<file path="config.mk">
export PLATFORM = sky130hd
export DESIGN_NAME = cross_corr_axil_master
export DESIGN_NICKNAME = d
export VERILOG_FILES = /design/src/rtl/cross_corr_axil_master.sv
export SDC_FILE = /design/constraint.sdc
export NUM_CORES = 1
export LEC_CHECK = 0
export ABC_CLOCK_PERIOD_IN_PS = 9200
export CORE_ASPECT_RATIO = 1.75
export CORE_MARGIN = 4
export CORE_UTILIZATION = 47
export DETAILED_ROUTE_END_ITERATION = 10
export HOLD_SLACK_MARGIN = 0.03
export PLACE_DENSITY_LB_ADDON = 0.15
export SYNTH_ARGS = -nofsm -noshare
export SYNTH_HDL_FRONTEND = slang
export SYNTH_SLANG_ARGS = --single-unit
</file>
<file path="constraint.sdc">
create_clock -name clk -period 9.2 [get_ports clk]
set_input_delay 1.84 -clock clk [delete_from_list [all_inputs] [get_ports clk]]
set_output_delay 1.84 -clock clk [all_outputs]
set_load 0.03 [all_outputs]
</file>
<file path="src/rtl/cross_corr_axil_master.sv">
// AXI4-Lite initiator for the cross-correlation register port.
// Turns one command into one AXI-Lite transaction and returns one response.
module cross_corr_axil_master #(
  parameter int C_M00_AXI_ADDR_WIDTH = 5,
  parameter int C_M00_AXI_DATA_WIDTH = 32,
  parameter int timeout_g = 255
) (
  input  logic clk,
  input  logic rst,
  input  logic cmd_valid,
  output logic cmd_ready,
  input  logic cmd_write,
  input  logic [C_M00_AXI_ADDR_WIDTH-1:0] cmd_addr,
  input  logic [C_M00_AXI_DATA_WIDTH-1:0] cmd_wdata,
  input  logic [C_M00_AXI_DATA_WIDTH/8-1:0] cmd_wstrb,
  output logic rsp_valid,
  input  logic rsp_ready,
  output logic [C_M00_AXI_DATA_WIDTH-1:0] rsp_rdata,
  output logic [1:0] rsp_resp,
  output logic rsp_timeout,
  output logic [C_M00_AXI_ADDR_WIDTH-1:0] m00_axi_awaddr,
  output logic [2:0] m00_axi_awprot,
  output logic m00_axi_awvalid,
  input  logic m00_axi_awready,
  output logic [C_M00_AXI_DATA_WIDTH-1:0] m00_axi_wdata,
  output logic [C_M00_AXI_DATA_WIDTH/8-1:0] m00_axi_wstrb,
  output logic m00_axi_wvalid,
  input  logic m00_axi_wready,
  input  logic [1:0] m00_axi_bresp,
  input  logic m00_axi_bvalid,
  output logic m00_axi_bready,
  output logic [C_M00_AXI_ADDR_WIDTH-1:0] m00_axi_araddr,
  output logic [2:0] m00_axi_arprot,
  output logic m00_axi_arvalid,
  input  logic m00_axi_arready,
  input  logic [C_M00_AXI_DATA_WIDTH-1:0] m00_axi_rdata,
  input  logic [1:0] m00_axi_rresp,
  input  logic m00_axi_rvalid,
  output logic m00_axi_rready
);

  localparam int TW = (timeout_g < 256) ? 8 : $clog2(timeout_g + 1);

  typedef enum logic [2:0] {
    IDLE, WR_AW_W, WR_B, RD_AR, RD_R, RSP
  } state_t;

  state_t state;
  logic [TW-1:0] timer;
  logic expire;
  logic aw_hs, w_hs, aw_done, w_done;

  assign m00_axi_awprot = 3'b000;
  assign m00_axi_arprot = 3'b000;

  assign expire = (timer == TW'(timeout_g - 1));
  assign aw_hs = m00_axi_awvalid && m00_axi_awready;
  assign w_hs = m00_axi_wvalid && m00_axi_wready;
  // a channel whose valid already dropped has completed its handshake
  assign aw_done = !m00_axi_awvalid || aw_hs;
  assign w_done = !m00_axi_wvalid || w_hs;

  always_ff @(posedge clk or posedge rst) begin
    if (rst) begin
      state <= IDLE;
      timer <= '0;
      cmd_ready <= 1'b1;
      rsp_valid <= 1'b0;
      rsp_rdata <= '0;
      rsp_resp <= 2'b00;
      rsp_timeout <= 1'b0;
      m00_axi_awaddr <= '0;
      m00_axi_awvalid <= 1'b0;
      m00_axi_wdata <= '0;
      m00_axi_wstrb <= '0;
      m00_axi_wvalid <= 1'b0;
      m00_axi_bready <= 1'b0;
      m00_axi_araddr <= '0;
      m00_axi_arvalid <= 1'b0;
      m00_axi_rready <= 1'b0;
    end else begin
      unique case (state)
        IDLE: begin
          if (cmd_valid) begin
            cmd_ready <= 1'b0;
            timer <= '0;
            rsp_rdata <= '0;
            rsp_resp <= 2'b00;
            rsp_timeout <= 1'b0;
            if (cmd_write) begin
              m00_axi_awaddr <= cmd_addr;
              m00_axi_wdata <= cmd_wdata;
              m00_axi_wstrb <= cmd_wstrb;
              m00_axi_awvalid <= 1'b1;
              m00_axi_wvalid <= 1'b1;
              state <= WR_AW_W;
            end else begin
              m00_axi_araddr <= cmd_addr;
              m00_axi_arvalid <= 1'b1;
              state <= RD_AR;
            end
          end
        end
        WR_AW_W: begin
          if (aw_hs) m00_axi_awvalid <= 1'b0;
          if (w_hs) m00_axi_wvalid <= 1'b0;
          if (aw_done && w_done) begin
            m00_axi_bready <= 1'b1;
            timer <= '0;
            state <= WR_B;
          end else if (aw_hs || w_hs) begin
            timer <= '0;
          end else if (expire) begin
            m00_axi_awvalid <= 1'b0;
            m00_axi_wvalid <= 1'b0;
            rsp_resp <= 2'b10;
            rsp_timeout <= 1'b1;
            rsp_valid <= 1'b1;
            state <= RSP;
          end else begin
            timer <= timer + TW'(1);
          end
        end
        WR_B: begin
          if (m00_axi_bvalid) begin
            rsp_resp <= m00_axi_bresp;
            rsp_rdata <= '0;
            m00_axi_bready <= 1'b0;
            rsp_valid <= 1'b1;
            state <= RSP;
          end else if (expire) begin
            m00_axi_bready <= 1'b0;
            rsp_resp <= 2'b10;
            rsp_timeout <= 1'b1;
            rsp_valid <= 1'b1;
            state <= RSP;
          end else begin
            timer <= timer + TW'(1);
          end
        end
        RD_AR: begin
          if (m00_axi_arready) begin
            m00_axi_arvalid <= 1'b0;
            m00_axi_rready <= 1'b1;
            timer <= '0;
            state <= RD_R;
          end else if (expire) begin
            m00_axi_arvalid <= 1'b0;
            rsp_resp <= 2'b10;
            rsp_timeout <= 1'b1;
            rsp_valid <= 1'b1;
            state <= RSP;
          end else begin
            timer <= timer + TW'(1);
          end
        end
        RD_R: begin
          if (m00_axi_rvalid) begin
            rsp_rdata <= m00_axi_rdata;
            rsp_resp <= m00_axi_rresp;
            m00_axi_rready <= 1'b0;
            rsp_valid <= 1'b1;
            state <= RSP;
          end else if (expire) begin
            m00_axi_rready <= 1'b0;
            rsp_resp <= 2'b10;
            rsp_timeout <= 1'b1;
            rsp_valid <= 1'b1;
            state <= RSP;
          end else begin
            timer <= timer + TW'(1);
          end
        end
        RSP: begin
          if (rsp_ready) begin
            rsp_valid <= 1'b0;
            cmd_ready <= 1'b1;
            state <= IDLE;
          end
        end
        default: state <= IDLE;
      endcase
    end
  end

endmodule

</file>
==> metrics.cfg <==
[detailed_routing]
dr.pass1.iters=4
num_vias=3663
wl_um=11400
drc=0
wl_per_cell_um=16.3
drtAntennaViolNets=0
drt_iter0_markers=201
routed_via_density=5.26

[logic_synthesis]
ys_seq_area_share_pct=55.3
synth_edf_count=0
syn_area_per_cell_um2=11.0
yosys.area.top_type=dfrtp_1
synth_area_um2=4490
postSynthCellCount=408
synth_most_common_cell=dfrtp_1
synth_ff_type=dfrtp_1
yosys-top-cells-area=dfrtp_1, mux2_2, o21ai_0
ys_top_cells_by_count=dfrtp_1, mux2_2, inv_1
ys_warn_count=0
synthArstFlopShare_pct=100
ys_types=54
synth_top_cell_area_share_pct=54.7
yosys_register_bits=99

[die]
dieArea_um2=11200
num_rows=46
io_pins=181
fp.dieW_um=81.9
coreArea_um2=9210
die_y_um=137
start_util_pct=48.7

[clock_network]
postCtsSetupRepairBufs=0
numCtsBuffers=9
hold_buffers=0
clock_latency_ps=340
clock_sinks=99
clockBufferDepth=2
root_buffer=clkbuf_16
cts_resized=0
cts_max_level=3
clk_pin_slew_ps=60
cts_tree=yes

[global_route]
use_met3_pct=7.13
grt_max_degree=89
grtUsageMet1_pct=23.3
grt_pass1_vias=3558
busiest_layer=met2
overflow=0
grt_antenna_before_repair=0
grt_use_met2_pct=33.9
grtUsageTotal_pct=20.2
grt_pass1_wl_um=17500

[critical_path]
critical_path.top_delay_family=simple AND/OR/NAND/NOR gates
worstPathRequired_ps=9420
cp-start-kind=input pin
slowest_stage=nand2_2
critPathBufInv=1
cp_cell_sequence=clkdlybuf4s50_1, nand2b_1, nor3_2, nand2_2, mux2_2
endpoint_kind=flop
slowest_delay_ps=590
crit_type=in -> reg
crit_fanout=43
worst_ep_arrival_time_ps=3880

[timing]
relSlewSlack_pct=25.1
final.min_clock_period_ps=3660
slew_violations=0
hold_viol=0
finalSetupViolCount=0
tns_ps=0
fin_skew_ps=7.47
worstMarginPinSlew_ps=1120
rsz0062_at_grt=false
min_period_over_period_pct=39.8
fmax_mhz=273

[layout]
nets=661
fin_util_pct=71.7
drive_gt1_share_pct=14.2
insertedDiodeCount=0
instances_no_fill=697
synthToLayoutAreaGrowth_pct=47.2

[placement]
port_buffers=174
dp_cells=681
gp_congestion=0.899
dp_hpwl_um=8320

[flow_run]
maxCapViolCount=0

[pwr]
power.density_nw_per_um2=339
vdd_drop_max_v=0.000226
leakagePower_nw=2.73

[status]
status=complete, no violations

[min_path]
hp-class=reg -> reg

==> area by class of cell <==
class,count,area (µm²)
Clock buffer,10,239
Clock inverter,6,86.3
Fill cell,719,2610
Inverter,43,164
Multi-Input combinational cell,242,1720
Sequential cell,99,2480
Tap cell,120,150
Timing Repair Buffer,177,1760
==> registers in the layout (all words and copies together), names as in the netlist <==
name             flops
rsp_resp             2
m00_axi_wstrb        4
m00_axi_rready       1
m00_axi_awaddr       5
state                3
m00_axi_wdata       32
m00_axi_araddr       5
rsp_rdata           32
m00_axi_wvalid       1
rsp_timeout          1
m00_axi_arvalid      1
cmd_ready            1
timer                8
m00_axi_bready       1
m00_axi_awvalid      1
rsp_valid            1
==> worst paths after layout <==
kind	endpoint	from	slack (ps)	depth (start not counted)
setup / recovery	m00_axi_wdata[8]	cmd_valid	5540	5
hold / removal	m00_axi_arvalid	m00_axi_arvalid	480	1
setup reg to reg	m00_axi_wdata[8]	state[2]	6640	4
hold reg to reg	m00_axi_arvalid	m00_axi_arvalid	480	1
max in group asynchronous	timer[6]	rst	6120	3
min in group asynchronous	m00_axi_wdata[27]	rst	1740	2
==> logic make-up (layout without fill, tap and decap cells) <==
group / Yosys count / in the layout / synth area share (%)
multiplexers: 47 / 47 / 11.8
buffers and inverters: 72 / 236 / 7.08
flip-flops: 99 / 99 / 55.3
adder cells (fa/ha/maj): 2 / 2 / 0.558
XOR/XNOR: 3 / 3 / 0.586
other: 1 / 6 / 0.0836
AO/OA/AOI/OAI: 96 / 96 / 13.7
AND/OR/NAND/NOR: 88 / 88 / 11.0
==> metal layers <==
layer / routed length, µm / share of wire [%] / vias up
li1: - / - / 1733
met5: 0 / 0 / -
met2: 5870 / 52 / 155
met4: 305 / 2.7 / 0
met1: 4200 / 37 / 1748
met3: 999 / 8.8 / 27
==> where the power goes <==
part	switching, mW	internal, mW	leakage [nW]
Combinational	0.626	0.476	1.31
Clock	0.160	0.246	0.159
Sequential	0.126	0.602	1.26
==> cell usage in the layout (no fill, tap or decap), types with 3 or more instances in the layout <==
cell type / n
a21o_1: 3
a21oi_1: 14
a31oi_1: 7
and4_1: 4
buf_4: 3
clkbuf_16: 9
clkdlybuf4s50_1: 174
conb_1: 6
dfrtp_1: 98
inv_1: 42
mux2_2: 46
nand2_1: 14
nand2b_1: 3
nand3_1: 35
nor2_1: 13
nor3_2: 3
o21a_1: 3
o21ai_0: 42
o21ai_1: 3
==> metrics by stage <==
step                      hold slack (ps)  setup WS (ps)  instance area, µm²  power [mW]
final                                 485           5540                6600        2.24
after CTS                             488           5520                6600        2.25
after global routing                  517           5390                6600        2.36
after global placement                467           5210                6280        1.82
after detailed placement              469           5160                6280        1.84
after floorplan                       508           4770                4500        1.40
(Power assumes the default switching activity.)
